File: src/rtl/cpu_pkg.sv
// ---------------------------------------------------------------------------
// cpu_pkg
// Shared types and constants for the CPU data-memory path.
//   arb_state_t : arbiter FSM states (IDLE -> ACCESS -> DONE -> IDLE)
//   arb_port_t  : requester identity, PORT_C (CPU) or PORT_D (DMA/debug)
//   DMEM_DEPTH  : number of words in the data memory
//   DMEM_ADR_W  : word-address width needed to index DMEM_DEPTH words
// ---------------------------------------------------------------------------
package cpu_pkg;

  typedef enum logic [1:0] {
    IDLE,
    ACCESS,
    DONE
  } arb_state_t;

  typedef enum logic {
    PORT_C,
    PORT_D
  } arb_port_t;

  localparam int DMEM_DEPTH = 512;
  localparam int DMEM_ADR_W = $clog2(DMEM_DEPTH);

endpackage

File: src/rtl/rr_arb2.sv
// ---------------------------------------------------------------------------
// rr_arb2
// Two-way round-robin pick, purely combinational.
// Ports:
//   req_i   [1:0] request vector, bit 0 = port C, bit 1 = port D
//   last_i        port that won the most recent transaction
//   grant_o       chosen port; only meaningful while req_i != 0
// ---------------------------------------------------------------------------
module rr_arb2
  import cpu_pkg::*;
(
  input  logic [1:0] req_i,
  input  arb_port_t  last_i,
  output arb_port_t  grant_o
);

  // A lone requester always wins. Under contention the port that did not
  // win last time goes next, so two busy ports strictly alternate.
  always_comb begin
    grant_o = PORT_C;
    case (req_i)
      2'b01:   grant_o = PORT_C;
      2'b10:   grant_o = PORT_D;
      2'b11:   grant_o = (last_i == PORT_C) ? PORT_D : PORT_C;
      default: grant_o = PORT_C;
    endcase
  end

endmodule

File: src/rtl/data_mem_arbiter.sv
// ---------------------------------------------------------------------------
// data_mem_arbiter
// Shares the single-port data memory between the CPU load/store port (C)
// and a DMA/debug port (D). Each transaction takes exactly three cycles:
// IDLE (grant and latch) -> ACCESS (memory driven) -> DONE (done pulse).
// Ports:
//   clk, rst              clock (rising edge), async active-high reset
//   c_req/c_we/c_adr/c_wd port C request, write flag, word address, data
//   c_done/c_rd/c_err     port C completion pulse, read data, range error
//   d_*                   same set for port D
//   mem_we/mem_adr/mem_wd memory write enable, word address, write data
//   mem_rd                memory combinational read data
//   busy                  high while a transaction is in ACCESS or DONE
// ---------------------------------------------------------------------------
module data_mem_arbiter
  import cpu_pkg::*;
#(
  parameter int WIDTH = 32,
  parameter int DEPTH = DMEM_DEPTH,
  parameter int ADR_W = DMEM_ADR_W
) (
  input  logic             clk,
  input  logic             rst,

  input  logic             c_req,
  input  logic             c_we,
  input  logic [WIDTH-1:0] c_adr,
  input  logic [WIDTH-1:0] c_wd,
  output logic             c_done,
  output logic [WIDTH-1:0] c_rd,
  output logic             c_err,

  input  logic             d_req,
  input  logic             d_we,
  input  logic [WIDTH-1:0] d_adr,
  input  logic [WIDTH-1:0] d_wd,
  output logic             d_done,
  output logic [WIDTH-1:0] d_rd,
  output logic             d_err,

  output logic             mem_we,
  output logic [WIDTH-1:0] mem_adr,
  output logic [WIDTH-1:0] mem_wd,
  input  logic [WIDTH-1:0] mem_rd,

  output logic             busy
);

  localparam logic [WIDTH-1:0] DEPTH_W = WIDTH'(DEPTH);

  arb_state_t       state_q,   state_d;
  arb_port_t        rrLast_q,  rrLast_d;
  arb_port_t        owner_q,   owner_d;
  logic             we_q,      we_d;
  logic [ADR_W-1:0] adr_q,     adr_d;
  logic [WIDTH-1:0] wd_q,      wd_d;
  logic             inRange_q, inRange_d;
  logic [WIDTH-1:0] rdata_q,   rdata_d;
  logic             err_q,     err_d;

  arb_port_t        grant;
  logic             selWe;
  logic [WIDTH-1:0] selAdr;
  logic [WIDTH-1:0] selWd;

  rr_arb2 u_rr_arb2 (
    .req_i   ({d_req, c_req}),
    .last_i  (rrLast_q),
    .grant_o (grant)
  );

  // Request fields of whichever port the round-robin pick favours; these
  // are only sampled on the grant edge out of IDLE.
  assign selWe  = (grant == PORT_D) ? d_we  : c_we;
  assign selAdr = (grant == PORT_D) ? d_adr : c_adr;
  assign selWd  = (grant == PORT_D) ? d_wd  : c_wd;

  // State and latched transaction registers. rrLast resets to D so that
  // port C wins the first contention after reset. Memory contents are
  // outside this block and are not affected.
  always_ff @(posedge clk or posedge rst) begin
    if (rst) begin
      state_q   <= IDLE;
      rrLast_q  <= PORT_D;
      owner_q   <= PORT_C;
      we_q      <= 1'b0;
      adr_q     <= '0;
      wd_q      <= '0;
      inRange_q <= 1'b0;
      rdata_q   <= '0;
      err_q     <= 1'b0;
    end else begin
      state_q   <= state_d;
      rrLast_q  <= rrLast_d;
      owner_q   <= owner_d;
      we_q      <= we_d;
      adr_q     <= adr_d;
      wd_q      <= wd_d;
      inRange_q <= inRange_d;
      rdata_q   <= rdata_d;
      err_q     <= err_d;
    end
  end

  // Next-state logic. The range check uses the full requester address, but
  // only the low ADR_W bits are kept; an out-of-range access never writes
  // and always returns zero with err set.
  always_comb begin
    state_d   = state_q;
    rrLast_d  = rrLast_q;
    owner_d   = owner_q;
    we_d      = we_q;
    adr_d     = adr_q;
    wd_d      = wd_q;
    inRange_d = inRange_q;
    rdata_d   = rdata_q;
    err_d     = err_q;

    case (state_q)
      IDLE: begin
        if (c_req || d_req) begin
          owner_d   = grant;
          we_d      = selWe;
          adr_d     = selAdr[ADR_W-1:0];
          wd_d      = selWd;
          inRange_d = (selAdr < DEPTH_W);
          state_d   = ACCESS;
        end
      end
      ACCESS: begin
        // The memory's combinational read port is sampled on the same edge
        // that commits a write, so reads and writes both finish here.
        rdata_d = (inRange_q && !we_q) ? mem_rd : '0;
        err_d   = !inRange_q;
        state_d = DONE;
      end
      DONE: begin
        rrLast_d = owner_q;
        state_d  = IDLE;
      end
      default: begin
        state_d = IDLE;
      end
    endcase
  end

  // Outputs decode directly from the state register, so an asynchronous
  // reset drops mem_we and any done pulse immediately. Only the owning
  // port sees done/rd/err; everything else stays zero.
  always_comb begin
    mem_we  = 1'b0;
    mem_adr = '0;
    mem_wd  = '0;
    c_done  = 1'b0;
    c_rd    = '0;
    c_err   = 1'b0;
    d_done  = 1'b0;
    d_rd    = '0;
    d_err   = 1'b0;
    busy    = 1'b0;

    case (state_q)
      ACCESS: begin
        busy    = 1'b1;
        mem_we  = we_q && inRange_q;
        mem_adr = {{(WIDTH-ADR_W){1'b0}}, adr_q};
        mem_wd  = wd_q;
      end
      DONE: begin
        busy = 1'b1;
        if (owner_q == PORT_C) begin
          c_done = 1'b1;
          c_rd   = rdata_q;
          c_err  = err_q;
        end else begin
          d_done = 1'b1;
          d_rd   = rdata_q;
          d_err  = err_q;
        end
      end
      default: begin
      end
    endcase
  end

endmodule
File: config.mk
export PLATFORM = sky130hd
export DESIGN_NAME = data_mem_arbiter
export DESIGN_NICKNAME = d
export VERILOG_FILES = /design/src/rtl/cpu_pkg.sv /design/src/rtl/rr_arb2.sv /design/src/rtl/data_mem_arbiter.sv
export SDC_FILE = /design/constraint.sdc
export NUM_CORES = 1
export LEC_CHECK = 0
export BUFFER_PORTS_ARGS = -buffer_cell sky130_fd_sc_hd__buf_2
export CAP_MARGIN = 20
export CORE_AREA = 2 2 116 118
export DETAILED_ROUTE_END_ITERATION = 7
export DIE_AREA = 0 0 118 120
export GPL_TIMING_DRIVEN = 0
export PLACE_DENSITY_LB_ADDON = 0.12
export SLEW_MARGIN = 20
export SYNTH_ARGS = -nofsm -noshare
export SYNTH_HDL_FRONTEND = slang
export SYNTH_SLANG_ARGS = --single-unit
export TNS_END_PERCENT = 10
File: constraint.sdc
create_clock -name clk -period 3.6 [get_ports clk]
set_clock_uncertainty 0.1 [all_clocks]
set_input_delay 0.54 -clock clk [delete_from_list [all_inputs] [get_ports clk]]
set_output_delay 0.54 -clock clk [all_outputs]
set_load 0.005 [all_outputs]
==> metrics.csv, run 1 <==
stage,metric,value,unit
detailed_routing,routed_wirelength,13500,um
detailed_routing,drt.antenna.violating_nets,0,
placed_design,placed_cell_area,0.00625,sq mm
clock_tree,cts_post_setup_buffers_inserted,0,
logic_synthesis,synth-seq-cells,80,
critical_path,cpMaxStageDelayCell,dfrtp_1,
placed_design,gp_congestion,0.819,
final_layout,num-fill-cells,1311,
critical_path,timing.reg2reg.setup_slack,1.81,ns
timing,setup_viol,0,
detailed_routing,avgViaCountPerCell,4.44,
logic_synthesis,synth_warnings,0,
logic_synthesis,ys.flop_type,dfrtp_1,
die,start_util,34.9,%
detailed_routing,drt_pass1_iterations,4,
placed_design,place_ws,1.19,ns
logic_synthesis,synth_top_family_by_area,simple AND/OR/NAND/NOR gates,
detailed_routing,num_vias,4433,
die,core-area,0.0130,sq mm
global_routing,antenna_found_initial,0,
logic_synthesis,synth_edf_count,0,
pwr,p_leak,3.74,nW
logic_synthesis,synth_area,0.00453,sq mm
final_layout,fin_area,0.00657,sq mm
clock_tree,clkSlewWorstSetupHoldPaths,0.06,ns
timing,fin_crit,2.68,ns
outcome,status,"complete, no violations",
timing,post-route-period-util,74.5,%
critical_path,crit_fanout,10,
clock_tree,clock_latency,0.33,ns
die,die_width,118,um
placed_design,hpwl,11000,um
logic_synthesis,synth-compound-area-share,9.08,%
critical_path,cp.required,2.96,ns
critical_path,cp_common_cell,buf_2,
logic_synthesis,synthXorXnorAreaFrac,0,%
global_routing,track_usage,19.2,%
pwr,pwr_density_cell,556,mW/mm^2
critical_path,path_class,reg2out,
logic_synthesis,ys_async_sr_fraction,100,%
final_layout,antenna_cells,0,
critical_path,end_kind,primary output,
clock_tree,cts-resized-gates,0,
timing,hold_viol,0,
critical_path,ff2ff_path_depth,5,
clock_tree,cts_buffer_depth,2,
critical_path,start_kind,flop,
critical_path,path_cells,"inv_1, ha_1, buf_2, clkbuf_1, and2_1, buf_2",
logic_synthesis,ys_seq_area_share,44.2,%
global_routing,gr-total-overflow,0,
timing,fin_ws,0.919,ns
placed_design,portBuffers,276,
final_layout,layout-drive-gt1-share,41.1,%
global_routing,grt_max_degree,45,
clock_tree,cts_root_buffer,clkbuf_16,
clock_tree,ctsHoldBuffers,0,
global_routing,grt_pass1_wl,21700,um
die,rows,42,
logic_synthesis,yosys.area_share.simple,24.1,%
clock_tree,htree_levels,3,
die,io_pins,300,
final_layout,syn2layout_area_growth,44.9,%
final_layout,final_nets,988,
clock_tree,cts.sinks,80,
timing,rsz0062_at_grt,false,
logic_synthesis,synthAdderAreaFrac,0.828,%
pwr,power,3.65,mW
clock_tree,cts_tree,yes,
timing,slew_viol_final,0,
critical_path,worst_r2r_endpoint,rdata_q[7],
detailed_routing,first_iter_violations,119,
critical_path,slowest_delay,0.38,ns
final_layout,regArea,0.00200,sq mm
logic_synthesis,syn-instance-count,509,
timing,clock.fmax,373,MHz
logic_synthesis,synth.distinct_cells,28,
detailed_routing,drc,0,
critical_path,r2r-start,state_q[1],
pwr,ir_worst_vdd,0.207,mV
timing,hold_slack,0.144,ns
critical_path,arrival,2.04,ns
global_routing,grt_pass1_vias,4523,
worst_hold_path,min_path_type,in2async,
flow_run,cap_violations,0,
detailed_routing,wire_per_inst,13.5,um
final_layout,utilization,50.6,%
logic_synthesis,avgSynthCellArea,8.91,sq um
die,die_h,120,um
final_layout,multi_input_area,0.00208,sq mm
clock_tree,cts_made_buffers,9,
die,dieArea,0.0142,sq mm
logic_synthesis,synth_mux_area_share,9.99,%
[flip-flops by register name, indices dropped and copies added, names as in the netlist]
signal     count
wd_q          32
we_q           1
state_q        2
rrLast_q       1
err_q          1
rdata_q       32
owner_q        1
inRange_q      1
adr_q          9
[worst max path at each step]
stage | start | end | depth (start not counted)
CTS | state_q[1] | mem_wd[27] | 6
detailed placement | state_q[1] | mem_wd[27] | 6
finish | state_q[1] | mem_wd[9] | 6
global route | state_q[1] | mem_wd[5] | 6
floorplan | rst | adr_q[0] | 1
global placement | rst | wd_q[0] | 2
[critical path, delay by kind of cell (launching register included)]
| kind | cells | cell delay [ns] |
|---|---|---|
| flops | 1 | 0.38 |
| fa+ha+maj | 1 | 0.28 |
| buf+inv | 4 | 0.82 |
| simple gates | 1 | 0.23 |
[logic make-up after synthesis]
logic type / count (synthesis)
and+or+nand+nor: 207
buffers and inverters: 94
DFF: 80
AOI/OAI and AO/OA: 79
muxes: 45
adders and majority gates: 3
other: 1
[Yosys cell counts, types with 2 or more instances]
cell type,number,area share [%]
ha_1,3,0.83
mux2i_1,43,9.5
clkbuf_2,2,0.22
buf_2,10,1.1
o21ai_1,47,5.2
nand4_1,2,0.28
and2_1,75,10
dfrtp_1,79,44
nor2_1,3,0.25
and3_1,34,4.7
o21ai_0,28,3.1
clkbuf_1,17,1.4
buf_12,4,1.8
nor3_1,2,0.22
mux2_2,2,0.50
nand2_1,78,6.5
buf_4,24,4.0
inv_1,36,3.0
nor4_1,11,1.5
[placed cells by master (no fill, tap or decap), types with 24 or more instances in the layout]
cell type	n
nand2_1	78
o21ai_1	47
buf_2	286
o21ai_0	28
buf_4	24
dfrtp_1	79
mux2i_1	43
inv_1	35
and3_1	34
and2_1	75
[layout make-up]
type	instances	share of cell area, %
tap	176	3.35
clock inverter	3	0.990
sequential	80	30.5
multi-input combinational	357	31.7
timing repair buffer	277	21.4
clock buffer	12	3.90
inverter	36	2.10
buffer	58	6.02
[power by group]
part	leakage, nW	switching (mW)	internal [mW]
sequential	1.03	0.115	1.16
clock	0.159	0.340	0.640
combinational	2.55	0.802	0.595
total	3.74	1.26	2.39
[stage by stage]
| step | instances | TNS [ns] |
|---|---|---|
| 2_1_floorplan | 531 | 0 |
| 3_3_place_gp | 983 | -9.90 |
| 3_5_place_dp | 984 | 0 |
| 4_1_cts | 999 | 0 |
| 5_1_grt | 999 | 0 |
| 6_report | 999 | 0 |
[routing by layer]
metal / track usage, % / vias up / part of all wire [%]
met2: 37.2 / 180 / 53
met5: 0 / - / 0
met4: 5.65 / 0 / 0.91
li1: - / 2244 / -
met1: 20.9 / 1999 / 40
met3: 3.94 / 10 / 6.2
Power figures use the tool's default switching activity.
==> run 2, diff against run 1 <==
Settings changed: CORE_AREA 2 2 116 118 to 2 2 118 120, DIE_AREA 0 0 118 120 to 0 0 120 122.
Clock period 3.6 ns to 2.4 ns, I/O delays scaled along.
==> run 2 against run 1 <==
  * Final area grew 0.59%
  * Non-clock buffer count grew 2
  * Die area grew 3.4%
  * Register-to-register slack lost 1.2 ns
  * Worst hold slack lost 0.013 ns
  * Sequential share of layout area shrank 0.18 points
  * Core utilization shrank 1.7 points
  * First-iteration DRC count grew 34%
  * Via count grew 0.23%
  * Highest routed layer unchanged
==> metrics.csv, run 2 (synthesis gave the netlist of run 1 again) <==
stage,metric,value,unit
final_layout,syn2layout_area_growth,45.8,%
pwr,pwr-share-seq,35.2,%
detailed_routing,wire_per_inst,13.7,um
clock_tree,cts_root_buffer,clkbuf_16,
detailed_routing,routed_wirelength,13800,um
die,core-area,0.0135,sq mm
final_layout,utilization,48.9,%
detailed_routing,drt.antenna.violating_nets,0,
detailed_routing,first_iter_violations,160,
timing,post-route-period-util,95.1,%
critical_path,path_class,reg2out,
timing,setup_viol,0,
critical_path,arrival,1.82,ns
timing,slew_viol_final,0,
flow_run,cap_violations,0,
pwr,pwr_density_cell,823,mW/mm^2
clock_tree,cts_post_setup_buffers_inserted,0,
timing,fin_ws,0.116,ns
die,io_pins,300,
detailed_routing,drt_pass1_iterations,4,
final_layout,final_common_cell,buf_2,
timing,fin_crit,2.28,ns
die,dieArea,0.0146,sq mm
clock_tree,clkSlewWorstSetupHoldPaths,0.06,ns
worst_hold_path,min_path_type,in2reg,
global_routing,gr-total-overflow,0,
critical_path,crit_fanout,10,
final_layout,final_nets,990,
pwr,p_leak,3.75,nW
clock_tree,cts_tree,yes,
detailed_routing,drc,0,
pwr,switchingPower,1.91,mW
clock_tree,cts_buffer_depth,2,
global_routing,grt_pass1_wl,21400,um
pwr,switching_share,35.1,%
pwr,combPwrFrac,39.6,%
critical_path,cp.required,1.94,ns
die,rows,43,
critical_path,start_kind,flop,
global_routing,track_usage,18.6,%
final_layout,antenna_cells,0,
die,die_h,122,um
clock_tree,clock_latency,0.33,ns
clock_tree,htree_levels,3,
clock_tree,cts_made_buffers,9,
pwr,ir_worst_vdd,0.310,mV
final_layout,reg_top3,"rdata_q x32, wd_q x32, adr_q x9",
detailed_routing,avgViaCountPerCell,4.42,
global_routing,grt_pass1_vias,4406,
placed_design,portBuffers,276,
detailed_routing,num_vias,4443,
placed_design,hpwl,11200,um
pwr,internal_power,3.53,mW
critical_path,end_kind,primary output,
final_layout,mostFrequentLayoutCells,"buf_2, dfrtp_1, nand2_1",
placed_design,gp_congestion,0.833,
timing,hold_viol,0,
outcome,status,"complete, no violations",
global_routing,grt_max_degree,34,
clock_tree,cts.sinks,80,
die,die_width,120,um
placed_design,place_ws,0.128,ns
pwr,pwr-share-clk,25.2,%
timing,clock.fmax,438,MHz
global_routing,antenna_found_initial,0,
die,start_util,33.6,%
final_layout,layout-drive-gt1-share,41.9,%
-- run 2: cell types whose count changed in the layout (fill, tap and decap cells not counted), moves of 2 or more --
| cell | previous run | this run |
|---|---|---|
| buf_12 | 4 | 6 |
| clkbuf_1 | 18 | 15 |
| clkbuf_4 | 0 | 3 |
| ha_1 | 3 | 1 |
-- run 2: timing repair --
action	CTS	global route
hold endpoints to repair	18	0
hold buffers	1	0
resized for setup	7	8
setup endpoints to repair	59	35
-- run 2: worst paths after layout --
kind / from / to / slack [ns] / cells past startpoint
max: state_q[1] / mem_wd[8] / 0.12 / 6
min: mem_rd[25] / rdata_q[25] / 0.13 / 3
max reg2reg: state_q[1] / rdata_q[10] / 0.62 / 7
min reg2reg: wd_q[7] / wd_q[7] / 0.38 / 2
max in group asynchronous: rst / rrLast_q / 1.13 / 4
min in group asynchronous: rst / adr_q[1] / 0.50 / 3
-- run 2: metal layers --
metal	wire (um)	up-vias	track usage (%)	part of all wire, %
met5	0	-	0	0
met4	106	0	3.97	0.77
met3	998	8	4.35	7.3
met2	7190	178	34.7	52
met1	5470	2013	21.7	40
li1	-	2244	-	-
-- run 2: per-stage QoR --
step	power, mW	std cells	cell area, sq um	hold slack [ns]	TNS, ns
6_report	5.44	1006	6610	0.130	0
5_1_grt	5.89	1006	6610	0.137	-0.00370
4_1_cts	5.52	1006	6590	0.121	0
3_5_place_dp	4.10	989	6270	0.319	0
3_3_place_gp	4.04	987	6230	0.361	0
2_1_floorplan	3.22	531	4620	0.347	0
-- run 2: area by class of cell --
type	instances	area, sq um
Tap cell	180	225
Inverter	36	139
Timing Repair Buffer	279	1430
Sequential cell	80	2000
Buffer	58	410
Clock inverter	3	40.0
Fill cell	1395	6900
Multi-Input combinational cell	357	2100
Clock buffer	13	260
-- run 2: power by group through the flow --
| stage | clock (mW) | combinational, mW | sequential (mW) |
|---|---|---|---|
| 6_report | 1.37 | 2.15 | 1.92 |
| 5_1_grt | 1.48 | 2.44 | 1.97 |
| 4_1_cts | 1.42 | 2.19 | 1.91 |
| 3_5_place_dp | 0 | 2.16 | 1.94 |
| 3_3_place_gp | 0 | 2.12 | 1.92 |
| 2_1_floorplan | 0 | 1.34 | 1.88 |
-- run 2: worst max-delay path, cell delays in order (launching register included) --
cell and delay, ns:
dfrtp_1 0.41, inv_1 0.12, ha_2 0.25, buf_4 0.20, clkbuf_4 0.20, and2_1 0.18, buf_2 0.13
==> run 3, diff against run 2 <==
Settings changed: RECOVER_POWER set to 25.
==> run 3 against run 2 <==
  * Register-to-register slack barely moved
  * Non-clock buffer count unchanged
  * Die area unchanged
  * Total power down 0.14%
  * First-iteration DRC count decreased by 11%
==> metrics.csv, run 3 (synthesis gave the netlist of run 1 again) <==
stage,metric,value,unit
detailed_routing,num_vias,4449,
worst_hold_path,min_path_cells,3,
critical_path,crit_fanout,10,
detailed_routing,wire_per_inst,13.7,um
die,dieArea,0.0146,sq mm
pwr,pwr_density_cell,826,mW/mm^2
clock_tree,htree_levels,3,
detailed_routing,first_iter_violations,143,
final_layout,syn2layout_area_growth,45.0,%
placed_design,portBuffers,276,
die,start_util,33.6,%
worst_hold_path,min_path_type,in2reg,
die,core-area,0.0135,sq mm
timing,post-route-period-util,95.3,%
die,rows,43,
detailed_routing,drt_pass1_iterations,4,
global_routing,gr-total-overflow,0,
global_routing,grt_pass1_vias,4406,
critical_path,arrival,1.83,ns
outcome,status,"complete, no violations",
flow_run,cap_violations,0,
timing,worstMarginPinSlew,0.863,ns
final_layout,final_nets,990,
die,io_pins,300,
final_layout,final_common_cell,buf_2,
critical_path,worst_r2r_endpoint,rdata_q[10],
final_layout,num-fill-cells,1398,
clock_tree,clkSlewWorstSetupHoldPaths,0.06,ns
critical_path,start_kind,flop,
critical_path,cp.required,1.94,ns
critical_path,ff2ff_path_depth,7,
placed_design,gp_congestion,0.833,
timing,slew_viol_final,0,
final_layout,mostFrequentLayoutCells,"buf_2, dfrtp_1, nand2_1",
critical_path,path_class,reg2out,
worst_hold_path,holdCritStartpoint,mem_rd[4],
timing,clock.fmax,437,MHz
critical_path,end_kind,primary output,
timing,fin_crit,2.29,ns
global_routing,grt_pass1_wl,21400,um
detailed_routing,avgViaCountPerCell,4.42,
critical_path,startpoint,state_q[1],
clock_tree,cts_buffer_depth,2,
clock_tree,cts_tree,yes,
clock_tree,cts.sinks,80,
die,die_h,122,um
final_layout,utilization,48.7,%
placed_design,hpwl,11200,um
clock_tree,clock_latency,0.33,ns
detailed_routing,drt.antenna.violating_nets,0,
global_routing,track_usage,18.6,%
critical_path,timing.reg2reg.setup_slack,0.62,ns
timing,setup_viol,0,
pwr,p_leak,3.74,nW
critical_path,r2r-start,state_q[1],
timing,hold_slack,0.131,ns
final_layout,reg_top3,"rdata_q x32, wd_q x32, adr_q x9",
die,die_width,120,um
worst_hold_path,min_to,rdata_q[4],
final_layout,fin_area,0.00658,sq mm
final_layout,layout-drive-gt1-share,41.9,%
final_layout,antenna_cells,0,
detailed_routing,drc,0,
clock_tree,cts_made_buffers,9,
global_routing,antenna_found_initial,0,
detailed_routing,routed_wirelength,13700,um
clock_tree,cts_root_buffer,clkbuf_16,
placed_design,placed_cell_area,0.00627,sq mm
timing,hold_viol,0,
timing,relSlewSlack,42.1,%
global_routing,grt_max_degree,34,
pwr,ir_worst_vdd,0.311,mV
-- run 3: cell count changes in the layout (fill, tap and decap cells not counted), sizes merged --
cell	change
buf	-2
clkbuf	+2
-- run 3: per-stage QoR --
step	power, mW	setup WS, ns	setup TNS, ns	cells
after floorplan	3.22	0.724	0	531
after global placement	4.04	0.143	0	987
after detailed placement	4.10	0.128	0	989
after CTS	5.52	0.00801	0	1006
after global routing	5.88	-0.00195	-0.00370	1006
final	5.43	0.112	0	1006
-- run 3: worst max-delay path, cell delays in order (launching register included) --
cell	delay, ns
dfrtp_1	0.41
inv_1	0.12
ha_2	0.25
buf_4	0.20
clkbuf_4	0.20
and2_1	0.18
buf_2	0.13
-- run 3: cell type report --
type,instances,area (sq um),share of cell area [%]
inverter,36,136,2.07
multi-input combinational,357,2100,31.9
tap,180,225,3.43
buffer,58,410,6.24
sequential,80,2000,30.5
clock inverter,3,40.0,0.609
clock buffer,13,260,3.96
timing repair buffer,279,1400,21.3
-- run 3: power by group --
group	internal, mW	leakage (nW)	switching (mW)
clock network	0.859	0.150	0.514
registers	1.74	1.03	0.177
logic	0.928	2.56	1.22
total	3.53	3.74	1.91
-- run 3: how the worst max path moves through the flow --
stage,to,depth (start not counted)
5_1_grt,mem_wd[0],6
3_3_place_gp,mem_wd[24],6
6_report,mem_wd[8],6
2_1_floorplan,c_rd[22],5
3_5_place_dp,mem_wd[24],6
4_1_cts,c_rd[27],6
-- run 3: what timing repair did --
action | in CTS | in global routing
resized for setup | 7 | 8
buffers inserted | 0 | 0
hold buffers | 1 | 0
endpoints found under the hold margin | 18 | 0
endpoints found under the setup margin | 59 | 35
-- run 3: per-layer routing --
metal	wire, um	global-route usage, %	up-vias	part of all wire, %
met1	5480	21.7	2014	40
met2	7150	34.7	180	52
met4	107	3.97	0	0.78
met3	1000	4.35	9	7.3
li1	-	-	2246	-
met5	0	0	-	0
